File: src/rtl/muldiv_unit.sv
// Iterative multiply/divide unit: one operand bit per cycle, shift-add multiply
// and restoring divide on operand magnitudes, sign fix-up on the final cycle.
module muldiv_unit #(
    parameter int WIDTH = 32
) (
    input  logic             clk,
    input  logic             reset_n,
    input  logic             Flush,
    input  logic             InValid,
    output logic             InReady,
    input  logic [2:0]       MDControl,
    input  logic [WIDTH-1:0] A,
    input  logic [WIDTH-1:0] B,
    output logic [WIDTH-1:0] Result,
    output logic             OutValid,
    input  logic             OutReady,
    output logic             N,
    output logic             Z,
    output logic             V,
    output logic             DZ
);

    localparam int CW = (WIDTH > 1) ? $clog2(WIDTH) : 1;
    localparam logic [WIDTH-1:0] MOST_NEG = {1'b1, {(WIDTH-1){1'b0}}};

    typedef enum logic [1:0] {IDLE, CALC, DONE} state_t;

    state_t             state_q, state_d;
    logic [CW-1:0]      cnt_q, cnt_d;
    logic [2:0]         op_q, op_d;
    logic [2*WIDTH-1:0] work_q, work_d;
    logic [WIDTH-1:0]   oper_q, oper_d;
    logic [WIDTH-1:0]   a_raw_q, a_raw_d;
    logic [WIDTH-1:0]   result_q, result_d;
    logic               neg_q, neg_d;
    logic               v_q, v_d;
    logic               dz_q, dz_d;

    logic               accept;
    logic               a_neg, b_neg;
    logic [WIDTH-1:0]   a_mag, b_mag;
    logic [WIDTH:0]     mul_sum;
    logic [WIDTH:0]     div_cand, div_diff;
    logic [2*WIDTH-1:0] step;
    logic [2*WIDTH-1:0] prod;
    logic [WIDTH-1:0]   quo, rem, fin;

    // Operand sign/magnitude decode, one iteration step and the final sign fix-up.
    always_comb begin
        accept = InValid && (state_q == IDLE) && !Flush;
        a_neg  = A[WIDTH-1] && ((MDControl == 3'b001) || (MDControl == 3'b010) ||
                                (MDControl == 3'b100) || (MDControl == 3'b110));
        b_neg  = B[WIDTH-1] && ((MDControl == 3'b001) || (MDControl == 3'b100) ||
                                (MDControl == 3'b110));
        a_mag  = a_neg ? -A : A;
        b_mag  = b_neg ? -B : B;

        mul_sum  = {1'b0, work_q[2*WIDTH-1:WIDTH]} + (work_q[0] ? {1'b0, oper_q} : '0);
        div_cand = work_q[2*WIDTH-1:WIDTH-1];
        div_diff = div_cand - {1'b0, oper_q};
        if (op_q[2]) begin
            step = {(div_diff[WIDTH] ? div_cand[WIDTH-1:0] : div_diff[WIDTH-1:0]),
                    work_q[WIDTH-2:0], ~div_diff[WIDTH]};
        end else begin
            step = {mul_sum, work_q[WIDTH-1:1]};
        end

        prod = neg_q ? -step : step;
        quo  = step[WIDTH-1:0];
        rem  = step[2*WIDTH-1:WIDTH];
        case (op_q)
            3'b000:         fin = prod[WIDTH-1:0];
            3'b001, 3'b010,
            3'b011:         fin = prod[2*WIDTH-1:WIDTH];
            3'b100, 3'b101: fin = dz_q ? '1 : (neg_q ? -quo : quo);
            default:        fin = dz_q ? a_raw_q : (neg_q ? -rem : rem);
        endcase
    end

    // Next-state logic: accept in IDLE, iterate in CALC, hold in DONE; Flush wins.
    always_comb begin
        state_d  = state_q;
        cnt_d    = cnt_q;
        op_d     = op_q;
        work_d   = work_q;
        oper_d   = oper_q;
        a_raw_d  = a_raw_q;
        result_d = result_q;
        neg_d    = neg_q;
        v_d      = v_q;
        dz_d     = dz_q;
        case (state_q)
            IDLE: begin
                if (accept) begin
                    state_d = CALC;
                    cnt_d   = CW'(WIDTH - 1);
                    op_d    = MDControl;
                    a_raw_d = A;
                    dz_d    = MDControl[2] && (B == '0);
                    v_d     = ((MDControl == 3'b100) || (MDControl == 3'b110)) &&
                              (A == MOST_NEG) && (B == '1);
                    if (MDControl[2]) begin
                        work_d = {{WIDTH{1'b0}}, a_mag};
                        oper_d = b_mag;
                        neg_d  = MDControl[1] ? a_neg : (a_neg ^ b_neg);
                    end else begin
                        work_d = {{WIDTH{1'b0}}, b_mag};
                        oper_d = a_mag;
                        neg_d  = a_neg ^ b_neg;
                    end
                end
            end
            CALC: begin
                work_d = step;
                cnt_d  = cnt_q - CW'(1);
                if (cnt_q == '0) begin
                    state_d  = DONE;
                    cnt_d    = '0;
                    result_d = fin;
                end
            end
            DONE: begin
                if (OutReady) begin
                    state_d = IDLE;
                end
            end
            default: state_d = IDLE;
        endcase
        if (Flush) begin
            state_d = IDLE;
            cnt_d   = '0;
        end
    end

    // State and datapath registers, cleared asynchronously.
    always_ff @(posedge clk or negedge reset_n) begin
        if (!reset_n) begin
            state_q  <= IDLE;
            cnt_q    <= '0;
            op_q     <= '0;
            work_q   <= '0;
            oper_q   <= '0;
            a_raw_q  <= '0;
            result_q <= '0;
            neg_q    <= 1'b0;
            v_q      <= 1'b0;
            dz_q     <= 1'b0;
        end else begin
            state_q  <= state_d;
            cnt_q    <= cnt_d;
            op_q     <= op_d;
            work_q   <= work_d;
            oper_q   <= oper_d;
            a_raw_q  <= a_raw_d;
            result_q <= result_d;
            neg_q    <= neg_d;
            v_q      <= v_d;
            dz_q     <= dz_d;
        end
    end

    // Handshake and flag outputs; flags only meaningful while OutValid.
    always_comb begin
        InReady  = (state_q == IDLE);
        OutValid = (state_q == DONE);
        Result   = result_q;
        N        = OutValid && result_q[WIDTH-1];
        Z        = OutValid && (result_q == '0);
        V        = OutValid && v_q;
        DZ       = OutValid && dz_q;
    end

endmodule

File: config.mk
export PLATFORM = sky130hd
export DESIGN_NAME = muldiv_unit
export DESIGN_NICKNAME = d
export VERILOG_FILES = /design/src/rtl/muldiv_unit.sv
export SDC_FILE = /design/constraint.sdc
export NUM_CORES = 1
export LEC_CHECK = 0
export CORE_ASPECT_RATIO = 0.75
export CORE_MARGIN = 2
export CORE_UTILIZATION = 35
export DETAILED_ROUTE_END_ITERATION = 12
export DONT_BUFFER_PORTS = 1
export PLACE_DENSITY = 0.49
export SLEW_MARGIN = 5
export SYNTH_ARGS = -nofsm -noshare
export SYNTH_HDL_FRONTEND = slang
export SYNTH_SLANG_ARGS = --single-unit
File: constraint.sdc
create_clock -name clk -period 7.4 [get_ports clk]
set_clock_uncertainty 0.15 [all_clocks]
set_input_delay 1.11 -clock clk [delete_from_list [all_inputs] [get_ports clk]]
set_output_delay 1.11 -clock clk [all_outputs]
set_load 0.005 [all_outputs]
After elaboration in Yosys (flattened, before gate mapping)
Index checks and enable logic that the tools add are counted.
W data, S select, Z words.
{"block": "word_totals", "reg_bits": 173, "in_bits": 72, "output_inout_bits": 38, "wordCells": 95}
{"block": "classes", "addsub": 8, "eq_ne": 17, "n_mux": 26, "bitwise": 2, "n_reduce_logical": 32}
{"op": "$mux W32", "count": 10}
{"op": "$mux W64", "count": 3}
{"op": "$neg A32 Y32", "count": 4}
{"op": "$pmux W64 S2", "count": 1}
{"op": "$pmux W32 S3", "count": 1}
{"op": "$eq A32 B32 Y1 const B", "count": 2}
{"op": "$logic_not A32 Y1", "count": 2}
{"op": "$neg A64 Y64", "count": 1}
{"op": "$add A32 B32 Y33", "count": 1}
{"op": "$sub A33 B32 Y33", "count": 1}
{"op": "$mux W5", "count": 3}
{"op": "$eq A3 B3 Y1 const B", "count": 4}
{"op": "$logic_and A1 B1 Y1", "count": 11}
{"op": "$pmux W5 S2", "count": 1}
{"op": "$eq A3 B2 Y1 const B", "count": 3}
{"op": "$mux W2", "count": 4}
{"op": "$reduce_and A2 Y1", "count": 4}
{"op": "$eq A3 B1 Y1 const B", "count": 2}
{"op": "$logic_or A1 B1 Y1", "count": 6}
{"op": "$ne A3 B2 Y1 const B", "count": 2}
{"op": "$pmux W2 S3", "count": 1}
{"op": "$logic_not A5 Y1", "count": 1}
{"op": "$sub A5 B1 Y5 const B", "count": 1}
{"op": "$logic_not A3 Y1", "count": 1}
{"op": "other kinds (14)", "count": 15}

Logic depth before layout (Yosys ltp)
{"block": "logic_depth", "word_depth": 9, "depth_mapped": 24, "ltp_nobuf": 23}

Worst setup path before layout
Ideal clock, no wire load.
{"block": "synth_path", "path_kind": "register to register", "startpoint": "reg work_q[31]", "endpoint": "reg result_q[26] (netlist: Result[26])", "setup_ns": 0.119, "arrival_time_ns": 5.235, "required_ns": 7.131, "slack_ns": 1.896, "stages_incl_launch_ff": 24, "n_path_buf": 0, "period_less_slack_ns": 5.504, "cell_sequence": "dfrtp_1 > inv_1 > ha_1 > fa_1 > nor2b_1 > o31ai_2 > a211oi_4 > o21ai_4 > a21oi_4 > nor3_2 > a21oi_1 > ha_1 > o21ai_0 > nand2b_1 > or3b_1 > or3b_1 > o41a_1 > a21o_1 > a21oi_2 > nand2_1 > o31ai_1 > xnor2_1 > o221ai_1 > o21a_1"}
{"block": "synth_between", "elab_chain_cells": 7, "elab_cells_between_ends": 13, "cone_classes": "add/sub (4); mux (8); bitwise (1)"}
{"item": "start: declaration", "line": "31", "text": "logic [2*WIDTH-1:0] work_q, work_d;"}
{"item": "start signal: assignment", "line": "152", "text": "work_q <= work_d;"}
{"item": "$sub A33 B32 Y33", "line": "60", "text": "div_diff = div_cand - {1'b0, oper_q};"}
{"item": "$mux W32 / $not A1 Y1 (equally long branches)", "line": "62, 63"}
{"item": "$mux W64 (*)", "line": "61", "text": "if (op_q[2]) begin"}
{"item": "$neg A32 Y32 (on tied branches)", "line": "76, 75"}
{"item": "$mux W32 (on tied branches) (2 in a row)", "line": "76, 75"}
{"item": "$pmux W32 S3 (*)", "line": "71", "text": "case (op_q)"}
{"item": "end signal: assignment", "line": "155", "text": "result_q <= result_d;"}
{"item": "end: declaration", "line": "34", "text": "logic [WIDTH-1:0] result_q, result_d;"}
Every way passes the cells marked *; elsewhere a longest branch is shown, timed or not.
A chain may end at the register's enable or synchronous reset.

Worst setup path in the final report
{"block": "layout_path", "startpoint": "reg work_q[49]", "endpoint": "reg result_q[4] (netlist: Result[4])"}
{"block": "layout_between", "elab_chain_cells": 7, "elab_cells_between_ends": 13, "cone_classes": "add/sub (4); mux (8); bitwise (1)"}
{"item": "$sub A33 B32 Y33 (*)", "line": "60"}
{"item": "$mux W32 / $not A1 Y1 (equally long branches)", "line": "62, 63"}
{"item": "$mux W64 (*)", "line": "61"}
{"item": "$neg A32 Y32 (on tied branches)", "line": "76, 75"}
{"item": "$mux W32 (on tied branches) (2 in a row)", "line": "76, 75"}
{"item": "$pmux W32 S3 (*)", "line": "71"}
Marked as above.

==> results.cfg <==
[run_status]
status = complete, no violations

[global_route]
grt_pass1_wl_um = 119000
grt_pass1_vias = 17000
overflow = 0
grt_usage = 0.310
grt_max_degree = 174
antenna_found_initial = 7

[critical_path]
crit_buf_inv = 0
cpLargestDelayFamily = compound AO/OA/AOI/OAI gates
critPathLaunchType = flop
crit_slowest_cell = ha_1
crit_fanout = 13
cp_data_arrival_time_ns = 6.80
end_kind = flop
worstSetupPathType = reg2reg
crit_top_cell = o21ai_0
required_ns = 7.62
critPathMaxStageDelay_ns = 0.56
crit_path_cell_trace = ha_1, nand4_1, or3_4, a211oi_4, o21ai_4, a21oi_4, nor3_2, a21oi_1, ha_1, o21ai_0, nand2b_1, or3b_1, or3b_1, o41a_1, a21o_1, a21oi_2, o21ai_0, xnor2_1, a221oi_1, o21ai_0

[detailed_routing]
wl_per_cell_um = 27.7
vias = 18500
drtAntennaViolNets = 0
routed_wl_um = 81500
drc = 0
drtIter0Drc = 2458
dr.pass1.iters = 6
vias_per_cell = 6.29

[placement]
pre_cts_ws_ns = 1.05
dpl.hpwl_um = 63700
gp_congestion = 0.964
io_buffers = 0

[clock_network]
cts_buffers = 17
cts_setup_buffers = 0
cts_root_buf = clkbuf_16
cts_hold_buf = 0
h-tree-depth = 4
clk_latency_ns = 0.49
clockBufferDepth = 2
tritoncts = yes
ctsResizeCount = 0
clk_pin_slew_ns = 0.08
cts_sinks = 173

[sta]
hold_viol = 0
tns_ns = 0
fin_crit_ns = 6.58
fmax_mhz = 152
rsz0062_at_grt = false
worstMarginPinSlew_ns = 1.15
finalSetupViolations = 0
period_share = 0.889
fin_ws_ns = 0.821
relSlewSlack = 0.230
slew_violations = 0
hold-worst-slack_ns = 0.192

[floorplan]
start_util = 0.353
core.rowCount = 71
die_w_um = 263
die_area_sq_um = 52100
ioPinCount = 110
die-height_um = 198
core_area_sq_um = 49900

[synth]
syn_avg_cell_area_sq_um = 7.43
synth_top_flop_cell = dfrtp_1
synth_nets = 2511
synth_edf_count = 0
async_flop_share = 1.00
synth_cells = 2368
netlist_area_sq_um = 17600
ys_warn_count = 0
yosys_register_bits = 173
ys_seq_area_frac = 0.246
yosysUniqueCellTypes = 108

[power_and_ir_drop]
worst_ir_drop_vdd_v = 0.000175
p_per_area_nw_per_um2 = 480
power_leakage_nw = 7.48

[finish]
multi_input_area_sq_um = 12400
drive_gt1_frac = 0.0643
nets = 2415
area_delta_synth_final_pct = 6.33
fillerInstances = 5349
seq_area_sq_um = 4330

[hold_path]
hold_path.class = in2async

[job]
maxCapViolations = 0
-- Yosys cell counts (7+ instances only) --
cell,n,area share
o21ai_1,17,0.0048
nor3b_1,7,0.0030
clkbuf_1,106,0.023
o2111ai_1,9,0.0045
xnor2_1,100,0.050
nor2b_1,17,0.0060
ha_1,69,0.049
dfrtp_1,173,0.25
xor2_1,66,0.033
or4_1,9,0.0038
a221oi_1,22,0.011
mux2_2,11,0.0070
o221ai_1,38,0.019
a31o_2,8,0.0040
nand2_1,365,0.078
a2111oi_0,9,0.0045
o21ai_0,188,0.053
o31ai_1,32,0.014
a21oi_1,191,0.054
nand4_1,32,0.011
o21bai_1,7,0.0030
buf_2,20,0.0057
o211ai_1,43,0.018
a21o_1,23,0.0098
a22oi_1,7,0.0030
nor3_1,55,0.016
nor2_1,197,0.042
and3_1,14,0.0050
or3_1,17,0.0060
o41ai_1,12,0.0060
inv_1,64,0.014
a211oi_1,16,0.0068
nor4_1,28,0.010
buf_1,18,0.0038
and2_1,47,0.017
a31oi_1,30,0.011
o21a_1,23,0.0098
nand2b_1,28,0.010
nand3_1,71,0.020
or2_2,7,0.0025
mux2i_1,42,0.024
-- where the power goes --
part	switching [mW]	total, mW	internal, mW	leakage, nW
Combinational	4.10	6.19	2.09	5.04
Sequential	0.499	1.79	1.29	2.14
Clock	0.496	1.01	0.517	0.304
-- cell usage in the layout, fill, tap and decap left out, types with 54 or more instances in the layout --
cell type,synthesis,final
o21ai_0,188,188
dfrtp_1,173,171
nand3_1,71,71
nor2_1,197,196
xor2_1,66,66
nor3_1,55,54
inv_1,64,64
a21oi_1,191,191
xnor2_1,100,100
ha_1,69,69
nand2_1,365,365
-- cell families (layout without fill, tap and decap cells) --
| group | after synthesis | count (layout) | synth area share |
|---|---|---|---|
| AOI/OAI and AO/OA | 748 | 748 | 0.282 |
| xor gates and xnor gates | 166 | 166 | 0.0826 |
| adders and majority gates | 71 | 71 | 0.0513 |
| buffers and inverters | 219 | 136 | 0.0509 |
| DFF | 173 | 173 | 0.246 |
| muxes | 54 | 54 | 0.0317 |
| other | 0 | 1 | 0 |
| and+or+nand+nor | 937 | 937 | 0.255 |
-- through the flow --
step	instances	instance area, sq um	util	power, mW
6_report	2943	18700	0.375	8.99
4_1_cts	2942	18700	0.375	8.82
5_1_grt	2942	18700	0.375	9.53
3_3_place_gp	2910	18100	0.363	7.77
2_1_floorplan	2368	17600	-	5.75
3_5_place_dp	2910	18100	0.363	7.78
-- sequential cells by signal (all words and copies together), names as in the netlist --
register and flops:
a_raw_q 32, state_q 2, oper_q 32, op_q 3, work_q 64, v_q 1
dz_q 1, cnt_q 5, Result 32, neg_q 1
-- area by class of cell --
| type | instances | share of cell area |
|---|---|---|
| antenna | 1 | 0.000134 |
| clock inverter | 15 | 0.0100 |
| multi-input combinational | 1976 | 0.662 |
| tap | 657 | 0.0439 |
| inverter | 65 | 0.0130 |
| timing repair buffer | 39 | 0.0163 |
| sequential | 173 | 0.232 |
| clock buffer | 17 | 0.0227 |
-- worst paths after layout --
| kind | slack [ns] | cells after the start | end | from |
|---|---|---|---|---|
| setup / recovery | 0.82 | 20 | Result[4]$_DFFE_PN0P_ | work_q[49]$_DFFE_PN0P_ |
| hold / removal | 0.19 | 0 | op_q[2]$_DFFE_PN0P_ | reset_n |
| setup reg to reg | 0.82 | 20 | Result[4]$_DFFE_PN0P_ | work_q[49]$_DFFE_PN0P_ |
| hold reg to reg | 0.34 | 2 | a_raw_q[13]$_DFFE_PN0P_ | a_raw_q[13]$_DFFE_PN0P_ |
| max in group asynchronous | 6.58 | 0 | Result[20]$_DFFE_PN0P_ | reset_n |
| min in group clk | 0.34 | 2 | a_raw_q[13]$_DFFE_PN0P_ | a_raw_q[13]$_DFFE_PN0P_ |
-- metal layers --
layer | GRT usage | part of all wire | wire [um]
met3 | 0.0806 | 0.096 | 7810
met5 | 0 | 0.00036 | 29
met4 | 0.0624 | 0.017 | 1370
met1 | 0.477 | 0.49 | 40200
met2 | 0.424 | 0.39 | 32100
-- worst reg2reg max path, cell delays in order (launching register included) --
cell and delay, ns:
dfrtp_1 0.44, ha_1 0.56, nand4_1 0.26, or3_4 0.46
a211oi_4 0.30, o21ai_4 0.16, a21oi_4 0.21, nor3_2 0.13
a21oi_1 0.25, ha_1 0.22, o21ai_0 0.11, nand2b_1 0.22
or3b_1 0.44, or3b_1 0.44, o41a_1 0.55, a21o_1 0.30
a21oi_2 0.30, o21ai_0 0.30, xnor2_1 0.22, a221oi_1 0.34
o21ai_0 0.11
Power figures use the tool's default switching activity.
